### config.mk
export PLATFORM = sky130hd
export DESIGN_NAME = alu_unit
export DESIGN_NICKNAME = d
export VERILOG_FILES = /design/src/rtl/alu_unit_pkg.sv /design/src/rtl/alu_compute.sv /design/src/rtl/alu_unit.sv
export SDC_FILE = /design/constraint.sdc
export NUM_CORES = 1
export LEC_CHECK = 0
export CORE_MARGIN = 5
export CORE_UTILIZATION = 68
export CTS_CLUSTER_SIZE = 25
export DETAILED_ROUTE_END_ITERATION = 10
export HOLD_SLACK_MARGIN = 0.08
export PLACE_DENSITY = 0.95
export SLEW_MARGIN = 20
export SYNTH_ARGS = -nofsm -noshare
export SYNTH_HDL_FRONTEND = slang
export SYNTH_SLANG_ARGS = --single-unit
### constraint.sdc
create_clock -name clk_in -period 4.8 [get_ports clk_in]
set_clock_uncertainty 0.1 [all_clocks]
set_input_delay 1.2 -clock clk_in [delete_from_list [all_inputs] [get_ports clk_in]]
set_output_delay 1.2 -clock clk_in [all_outputs]
set_load 0.02 [all_outputs]
### src/rtl/alu_unit_pkg.sv
// Shared opcode encodings, field widths and datapath helpers for the ALU
// and its neighbours (decoder, reservation station).
package alu_unit_pkg;

    localparam int DEF_ROB_WIDTH     = 4;
    localparam int DEF_RS_TYPE_WIDTH = 5;

    typedef enum logic [4:0] {
        OP_ADD   = 5'd0,
        OP_SUB   = 5'd1,
        OP_SLL   = 5'd2,
        OP_SLT   = 5'd3,
        OP_SLTU  = 5'd4,
        OP_XOR   = 5'd5,
        OP_SRL   = 5'd6,
        OP_SRA   = 5'd7,
        OP_OR    = 5'd8,
        OP_AND   = 5'd9,
        OP_BEQ   = 5'd10,
        OP_BNE   = 5'd11,
        OP_BLT   = 5'd12,
        OP_BGE   = 5'd13,
        OP_BLTU  = 5'd14,
        OP_BGEU  = 5'd15,
        OP_ADDI  = 5'd16,
        OP_SUBI  = 5'd17,
        OP_SLLI  = 5'd18,
        OP_SLTI  = 5'd19,
        OP_SLTIU = 5'd20,
        OP_XORI  = 5'd21,
        OP_SRLI  = 5'd22,
        OP_SRAI  = 5'd23,
        OP_ORI   = 5'd24,
        OP_ANDI  = 5'd25,
        OP_LUI   = 5'd26,
        OP_AUIPC = 5'd27,
        OP_JALR  = 5'd28
    } alu_op_e;

    // fn is the low nibble of a register or immediate op (0..9)
    function automatic logic [31:0] alu_basic(input logic [3:0] fn,
                                              input logic [31:0] a,
                                              input logic [31:0] b);
        logic [31:0] r;
        r = 32'd0;
        case (fn)
            4'd0:    r = a + b;
            4'd1:    r = a - b;
            4'd2:    r = a << b[4:0];
            4'd3:    r = {31'd0, ($signed(a) < $signed(b))};
            4'd4:    r = {31'd0, (a < b)};
            4'd5:    r = a ^ b;
            4'd6:    r = a >> b[4:0];
            4'd7:    r = $signed(a) >>> b[4:0];
            4'd8:    r = a | b;
            4'd9:    r = a & b;
            default: r = 32'd0;
        endcase
        return r;
    endfunction

    function automatic logic branch_taken(input logic [4:0] code,
                                          input logic [31:0] a,
                                          input logic [31:0] b);
        logic t;
        t = 1'b0;
        case (code)
            OP_BEQ:  t = (a == b);
            OP_BNE:  t = (a != b);
            OP_BLT:  t = ($signed(a) < $signed(b));
            OP_BGE:  t = ($signed(a) >= $signed(b));
            OP_BLTU: t = (a < b);
            OP_BGEU: t = (a >= b);
            default: t = 1'b0;
        endcase
        return t;
    endfunction

endpackage

### src/rtl/alu_compute.sv
// Combinational ALU datapath: decodes the op code and produces the result
// and the jump-target flag. Registered by alu_unit.
module alu_compute
    import alu_unit_pkg::*;
#(
    parameter int RS_TYPE_WIDTH = DEF_RS_TYPE_WIDTH
) (
    input  logic [RS_TYPE_WIDTH-1:0] alu_type,
    input  logic [31:0]              data_j,
    input  logic [31:0]              data_k,
    input  logic [31:0]              imm,
    output logic [31:0]              result,
    output logic                     set_jump_addr
);

    logic [4:0] code;
    logic       code_oob;

    assign code     = alu_type[4:0];
    // codes wider than the 5-bit space are undefined
    assign code_oob = |(alu_type >> 5);

    always_comb begin
        result        = 32'd0;
        set_jump_addr = 1'b0;
        if (!code_oob) begin
            if (code <= OP_AND) begin
                result = alu_basic(code[3:0], data_j, data_k);
            end else if (code <= OP_BGEU) begin
                result = {31'd0, branch_taken(code, data_j, data_k)};
            end else if (code <= OP_ANDI) begin
                result = alu_basic(code[3:0], data_j, imm);
            end else begin
                case (code)
                    OP_LUI:   result = imm;
                    OP_AUIPC: result = data_k + imm;
                    OP_JALR: begin
                        result        = (data_j + imm) & ~32'd1;
                        set_jump_addr = 1'b1;
                    end
                    default:  result = 32'd0;
                endcase
            end
        end
    end

endmodule

### src/rtl/alu_unit.sv
// Single-cycle ALU execution unit: accepts one op per cycle from the
// reservation station and presents a registered result with its ROB tag.
module alu_unit
    import alu_unit_pkg::*;
#(
    parameter int ROB_WIDTH     = DEF_ROB_WIDTH,
    parameter int RS_TYPE_WIDTH = DEF_RS_TYPE_WIDTH
) (
    input  logic                     clk_in,
    input  logic                     rst_in,
    input  logic                     rdy_in,
    input  logic                     flush,
    input  logic                     alu_en,
    input  logic [ROB_WIDTH-1:0]     alu_rob_id,
    input  logic [31:0]              alu_data_j,
    input  logic [31:0]              alu_data_k,
    input  logic [31:0]              alu_imm,
    input  logic [RS_TYPE_WIDTH-1:0] alu_type,
    output logic                     alu_rdy,
    output logic [ROB_WIDTH-1:0]     alu_rob_id_out,
    output logic [31:0]              alu_result,
    output logic                     alu_set_jump_addr
);

    logic [31:0] comb_result;
    logic        comb_jump;

    alu_compute #(
        .RS_TYPE_WIDTH (RS_TYPE_WIDTH)
    ) u_compute (
        .alu_type      (alu_type),
        .data_j        (alu_data_j),
        .data_k        (alu_data_k),
        .imm           (alu_imm),
        .result        (comb_result),
        .set_jump_addr (comb_jump)
    );

    // Without an accept only alu_rdy drops; the payload is left as-is.
    always_ff @(posedge clk_in or posedge rst_in) begin
        if (rst_in) begin
            alu_rdy           <= 1'b0;
            alu_rob_id_out    <= '0;
            alu_result        <= 32'd0;
            alu_set_jump_addr <= 1'b0;
        end else if (rdy_in) begin
            if (flush) begin
                alu_rdy           <= 1'b0;
                alu_rob_id_out    <= '0;
                alu_result        <= 32'd0;
                alu_set_jump_addr <= 1'b0;
            end else if (alu_en) begin
                alu_rdy           <= 1'b1;
                alu_rob_id_out    <= alu_rob_id;
                alu_result        <= comb_result;
                alu_set_jump_addr <= comb_jump;
            end else begin
                alu_rdy <= 1'b0;
            end
        end
    end

endmodule

==> results of run 1 <==
-- cell families after synthesis --
logic type,count (synthesis),synth area share
AOI/OAI and AO/OA,1151,0.358
xor gates and xnor gates,76,0.0311
adders and majority gates,230,0.136
buffers and inverters,451,0.0836
DFF,38,0.0444
muxes,228,0.150
and+or+nand+nor,924,0.196
-- timing repair --
| item | 4_1_cts |
|---|---|
| endpoints found under the setup margin | 11 |
| gates cloned | 0 |
| pin swaps | 1 |
| resized for setup | 9 |
-- cells in the mapped netlist (34+ instances only) --
| master | number | area share |
|---|---|---|
| nor2_1 | 330 | 0.058 |
| a21oi_1 | 301 | 0.070 |
| nand2_1 | 272 | 0.048 |
| ha_1 | 225 | 0.13 |
| o21ai_0 | 210 | 0.049 |
| clkbuf_1 | 186 | 0.033 |
| inv_1 | 169 | 0.030 |
| mux2i_1 | 122 | 0.057 |
| mux4_2 | 70 | 0.074 |
| a211oi_1 | 68 | 0.024 |
| nor3_1 | 63 | 0.015 |
| o211ai_1 | 62 | 0.022 |
| a221oi_1 | 60 | 0.025 |
| xnor2_1 | 51 | 0.021 |
| nand3_1 | 50 | 0.012 |
| a21o_1 | 49 | 0.017 |
| a31oi_1 | 49 | 0.014 |
| buf_2 | 42 | 0.0098 |
| buf_1 | 40 | 0.0070 |
| dfrtp_1 | 38 | 0.044 |
| mux2_2 | 34 | 0.018 |
-- per-stage QoR --
step           TNS, ns  instance area [um2]  hold slack [ns]
3_3_place_gp     -2.34                25500            0.362
2_1_floorplan  -0.0422                21500            0.490
4_1_cts              0                25700            0.395
3_5_place_dp     -6.96                25500            0.381
-- layer usage --
| layer | GRT overflow | global-route usage |
|---|---|---|
| met1 | 11 | 0.820 |
| met2 | 206 | 0.924 |
| met3 | 21 | 0.727 |
| met4 | 166 | 0.782 |
| met5 | 2 | 0.375 |
==> summary.txt, run 1 <==
Floorplanning
  – Die height: 187 um
  – Num rows: between 60 and 70
  – Die width: 187 um
  – Top-Level Pins: 148
  – Effective utilization at floorplan: 0.684

Logic synthesis
  – Net Count, Synth: 3438
  – Flops & latches, synth: 38
  – EDFF count, synth: 0
  – Register area share after synthesis: 0.0444
  – Synth unique cells: just over 90
  – Synthesized area: 21400 um2
  – Asr flop ratio synth: 1.00
  – Synthesis warning total: 0
  – Gate count after technology mapping: 3098
  – Most frequently used flop master after synthesis: dfrtp_1
  – Syn Area/Cell: 6.91 um2

Status
  – Tool error: [ERROR GRT-0116] Global routing finished with congestion. Check the congestion regions in the DRC Viewer.
  – Halt Stage: 5_1_grt
  – Status: stopped before the end

Clocking
  – Hold_buf cts: 0
  – CTS Buffer Depth: 2
  – Clock Root Buffer: clkbuf_16
  – CTS buffer count: 5
  – Setup Fix Bufs, Post-CTS: 0
  – H-tree Lvls: 2
  – CTS Sinks: 38

Placed design
  – DP Wirelength: between 90 and 100 mm
  – Pre-CTS setup slack: -0.696 ns
  – Placed cell count: around 3800
  – IO Port Bufs: 147
  – Placer congestion estimate: about 1.4

GRT
  – First-pass GRT wire length: 226 mm
  – GRT Util Overall: 0.812
  – Largest net degree at the start of global routing: 89
  – Vias in the first global route: 35300
  – GRT Residual Overflow: 406
==> run 2, diff against run 1 <==
--- a/config.mk
+++ b/config.mk
@@ -6,11 +6,9 @@
 export NUM_CORES = 1
 export LEC_CHECK = 0
 export CORE_MARGIN = 5
-export CORE_UTILIZATION = 68
-export CTS_CLUSTER_SIZE = 25
+export CORE_UTILIZATION = 40
 export DETAILED_ROUTE_END_ITERATION = 10
-export HOLD_SLACK_MARGIN = 0.08
-export PLACE_DENSITY = 0.95
+export PLACE_DENSITY_LB_ADDON = 0.15
 export SLEW_MARGIN = 20
 export SYNTH_ARGS = -nofsm -noshare
 export SYNTH_HDL_FRONTEND = slang
==> run 2 against run 1 <==
Against the previous run: the flow now finishes, with violations (setup timing); synthesized cell count did not move; area after synthesis did not move.
==> summary.txt, run 2 <==
Final layout
  – Final non-filler cell total: 4388
  – Reg with most FFs: alu_result
  – Most frequent cells in the layout: buf_4, nor2_1, a21oi_1
  – Layout cells sized above 1: 0.258
  – Commonest non-fill, non-tap cell in the layout: buf_4
  – Number of flip-flops under the largest register name: 32
  – P&R area growth vs syn: 35.2%
  – Final nets: 4037
  – Final Util: 0.549
  – Biggest regs: alu_result (32), alu_rob_id_out (4)

Worst setup path
  – Crit path max fanout: 12
  – R2R Setup Slk: about 2.1 ns
  – R2R depth: 8
  – RR Startpoint: alu_result[29]
  – Cell family with most CP delay: simple AND/OR/NAND/NOR gates
  – Max stage delay on crit path: 0.76 ns
  – Worst Setup End Kind: register
  – Worst Path Arrival: 5.03 ns
  – CP bufs+invs: 3
  – Worst Setup Start Kind: input port
  – Worst r2r dst: alu_result[29]
  – Crit path required time: about 5.0 ns
  – Critical path, cell by cell: clkdlybuf4s50_1 -> buf_4 -> nand2_1 -> a211oi_1 -> o31ai_1 -> buf_4 -> nand3_1 -> a211oi_2 -> nor4b_1 -> a2111oi_2 -> nor4b_1 -> a221o_1
  – Crit path kind: in -> reg
  – Critical path's slowest cell: clkdlybuf4s50_1

Hold path
  – Hold depth: 2
  – Worst Hold Launch: alu_result[2]
  – HP Class: reg -> reg
  – Hold Path End: alu_result[2]

GRT
  – Largest net degree at the start of global routing: 76
  – Vias in the first global route: 29000
  – GRT Util Overall: 0.472
  – Initial antenna violation count: 5
  – GRT Residual Overflow: 0
  – First-pass GRT wire length: about 200 mm

Drt
  – # DRC: 0
  – Final WL: 145 mm
  – ANT nets after route: 0
  – DRT iter0 DRCs: between 4000 and 5000
  – Via count: 30700
  – Vias/cell: between 6 and 7
  – Routed len/inst: approximately 33 um
  – Detailed Routing Iterations Pass 1: 8

Logic synthesis
  – EDFF count, synth: 0
  – Most numerous cell in the Yosys netlist: nor2_1
  – Register area share after synthesis: 0.0444
  – Synthesis warning total: 0
  – Asr flop ratio synth: 1.00
  – Net Count, Synth: 3438
  – Most frequently used flop master after synthesis: dfrtp_1
  – Flops & latches, synth: 38
  – Commonest cells in the synthesized netlist: nor2_1, a21oi_1, nand2_1
  – Synth top area cells: ha_1, mux4_2, a21oi_1, nor2_1, mux2i_1
  – Synthesized area: 21400 um2
  – Gate count after technology mapping: 3098
  – Post-synth top area share: 0.131
  – Syn Area/Cell: about 7 um2
  – Synth unique cells: 93
  – Largest area contributor in the netlist: ha_1

Clocking
  – CTS tree: built
  – CTS Buffer Depth: 2
  – Clock Root Buffer: clkbuf_16
  – CTS Sinks: 38
  – CTS buffer count: 5
  – H-tree Lvls: 2
  – Reg clk slew, reported paths: 0.08 ns
  – Worst-skew pair later-pin latency: approximately 0.31 ns

STA
  – Max Clock Freq: 205 MHz
  – Post-route setup slack: -0.0736 ns
  – Fin Hold WS: between 0.3 and 0.4 ns
  – Worst-Margin Slew: 1.07 ns
  – Final period util: 1.02
  – Setup TNS: -0.0736 ns
  – # setup viols final: 1
  – Max_slew headroom: 0.280
  – Minimum clock period: 4.87 ns
  – Max-slew violations: 0
  – Final Hold Vio Count: 0

Power
  – Power Dens Cells: 158 nW/um2
  – Switching part of the total: 0.528
  – Net switching power: 0.00242 W
  – Max rail drop VDD: 0.137 mV
  – Static Leakage: 12.9 nW
  – Comb pwr share: 0.808
  – Clock Power Share: 0.112
  – Int Pwr: about 0.0022 W
  – Flop pwr share: 0.080

Status
  – Failing checks: setup timing
  – Status: finished, violations left

Floorplanning
  – Num rows: 84
  – Placeable Area: ~53000 um2
  – Top-Level Pins: 148
  – Die footprint: 58300 um2
  – Effective utilization at floorplan: 0.406
  – Die width: approximately 240 um
  – Die height: between 200 and 250 um

Placed design
  – Placer congestion estimate: 1.14
  – DP Wirelength: 115 mm
  – IO Port Bufs: 147
  – Pre-CTS setup slack: -0.690 ns
  – Placed cell count: 4376

Run
  – Max Cap Viol: 0
[run 2: final cells by class]
cell class                      instances  area, um2
Multi-Input combinational cell       2609      19200
Antenna cell                            2       5.00
Inverter                              173        654
Timing Repair Buffer                  870       7090
Tap cell                              688        861
Clock inverter                          2       60.1
Clock buffer                            6        139
Fill cell                            5182      23800
Sequential cell                        38        951
[run 2: cell families (layout without fill, tap and decap cells)]
kind of cell	after synthesis	count (layout)	synth area share
mux	228	228	0.150
xor+xnor	76	76	0.0311
simple gates	924	924	0.196
other cells	0	2	0
buf+inv	451	1051	0.0836
compound gates	1151	1151	0.358
fa+ha+maj	230	230	0.136
flops	38	38	0.0444
[run 2: power by group through the flow]
stage               clock (W)  combinational [W]  sequential [W]
floorplan                   0            0.00176        0.000389
detailed placement          0            0.00344        0.000370
finish               0.000515            0.00370        0.000365
CTS                  0.000512            0.00348        0.000364
global placement            0            0.00341        0.000369
global route         0.000519            0.00383        0.000366
[run 2: metrics by stage]
step	cell area (um2)	power, W
floorplan	21500	0.00215
global placement	28300	0.00378
detailed placement	28300	0.00381
CTS	28600	0.00436
global route	28900	0.00471
finish	28900	0.00458
[run 2: worst max path at each step]
| stage | startpoint | endpoint | slack, ns | cells after the start |
|---|---|---|---|---|
| 2_1_floorplan | alu_imm[3] | alu_result[30] | -0.04 | 16 |
| 3_3_place_gp | alu_data_j[11] | alu_result[29] | -0.64 | 16 |
| 3_5_place_dp | alu_data_j[11] | alu_result[29] | -0.69 | 16 |
| 4_1_cts | alu_data_j[11] | alu_result[31] | -0.002 | 15 |
| 5_1_grt | alu_data_j[3] | alu_result[24] | -0.04 | 17 |
| 6_report | alu_type[1] | alu_result[19] | -0.07 | 12 |
[run 2: tightest hold or removal path: stages, from the launching register on]
cell	delay (ns)
dfrtp_1	0.36
nand2_1	0.05
nand2_1	0.05
[run 2: per-layer routing]
metal | part of all wire | up-vias | GRT usage
met5 | 0.00019 | - | 0
met4 | 0.10 | 4 | 0.356
met3 | 0.13 | 727 | 0.134
met2 | 0.40 | 2720 | 0.690
met1 | 0.36 | 14500 | 0.587
li1 | - | 12800 | -
[run 2: what timing repair did]
item	CTS	global route
setup endpoints to repair	11	21
hold buffers	0	0
pin swaps	3	15
gates resized for setup	22	63
cloned	0	0
buffers inserted	0	2
Note: power is estimated with default switching activity, not from simulation.
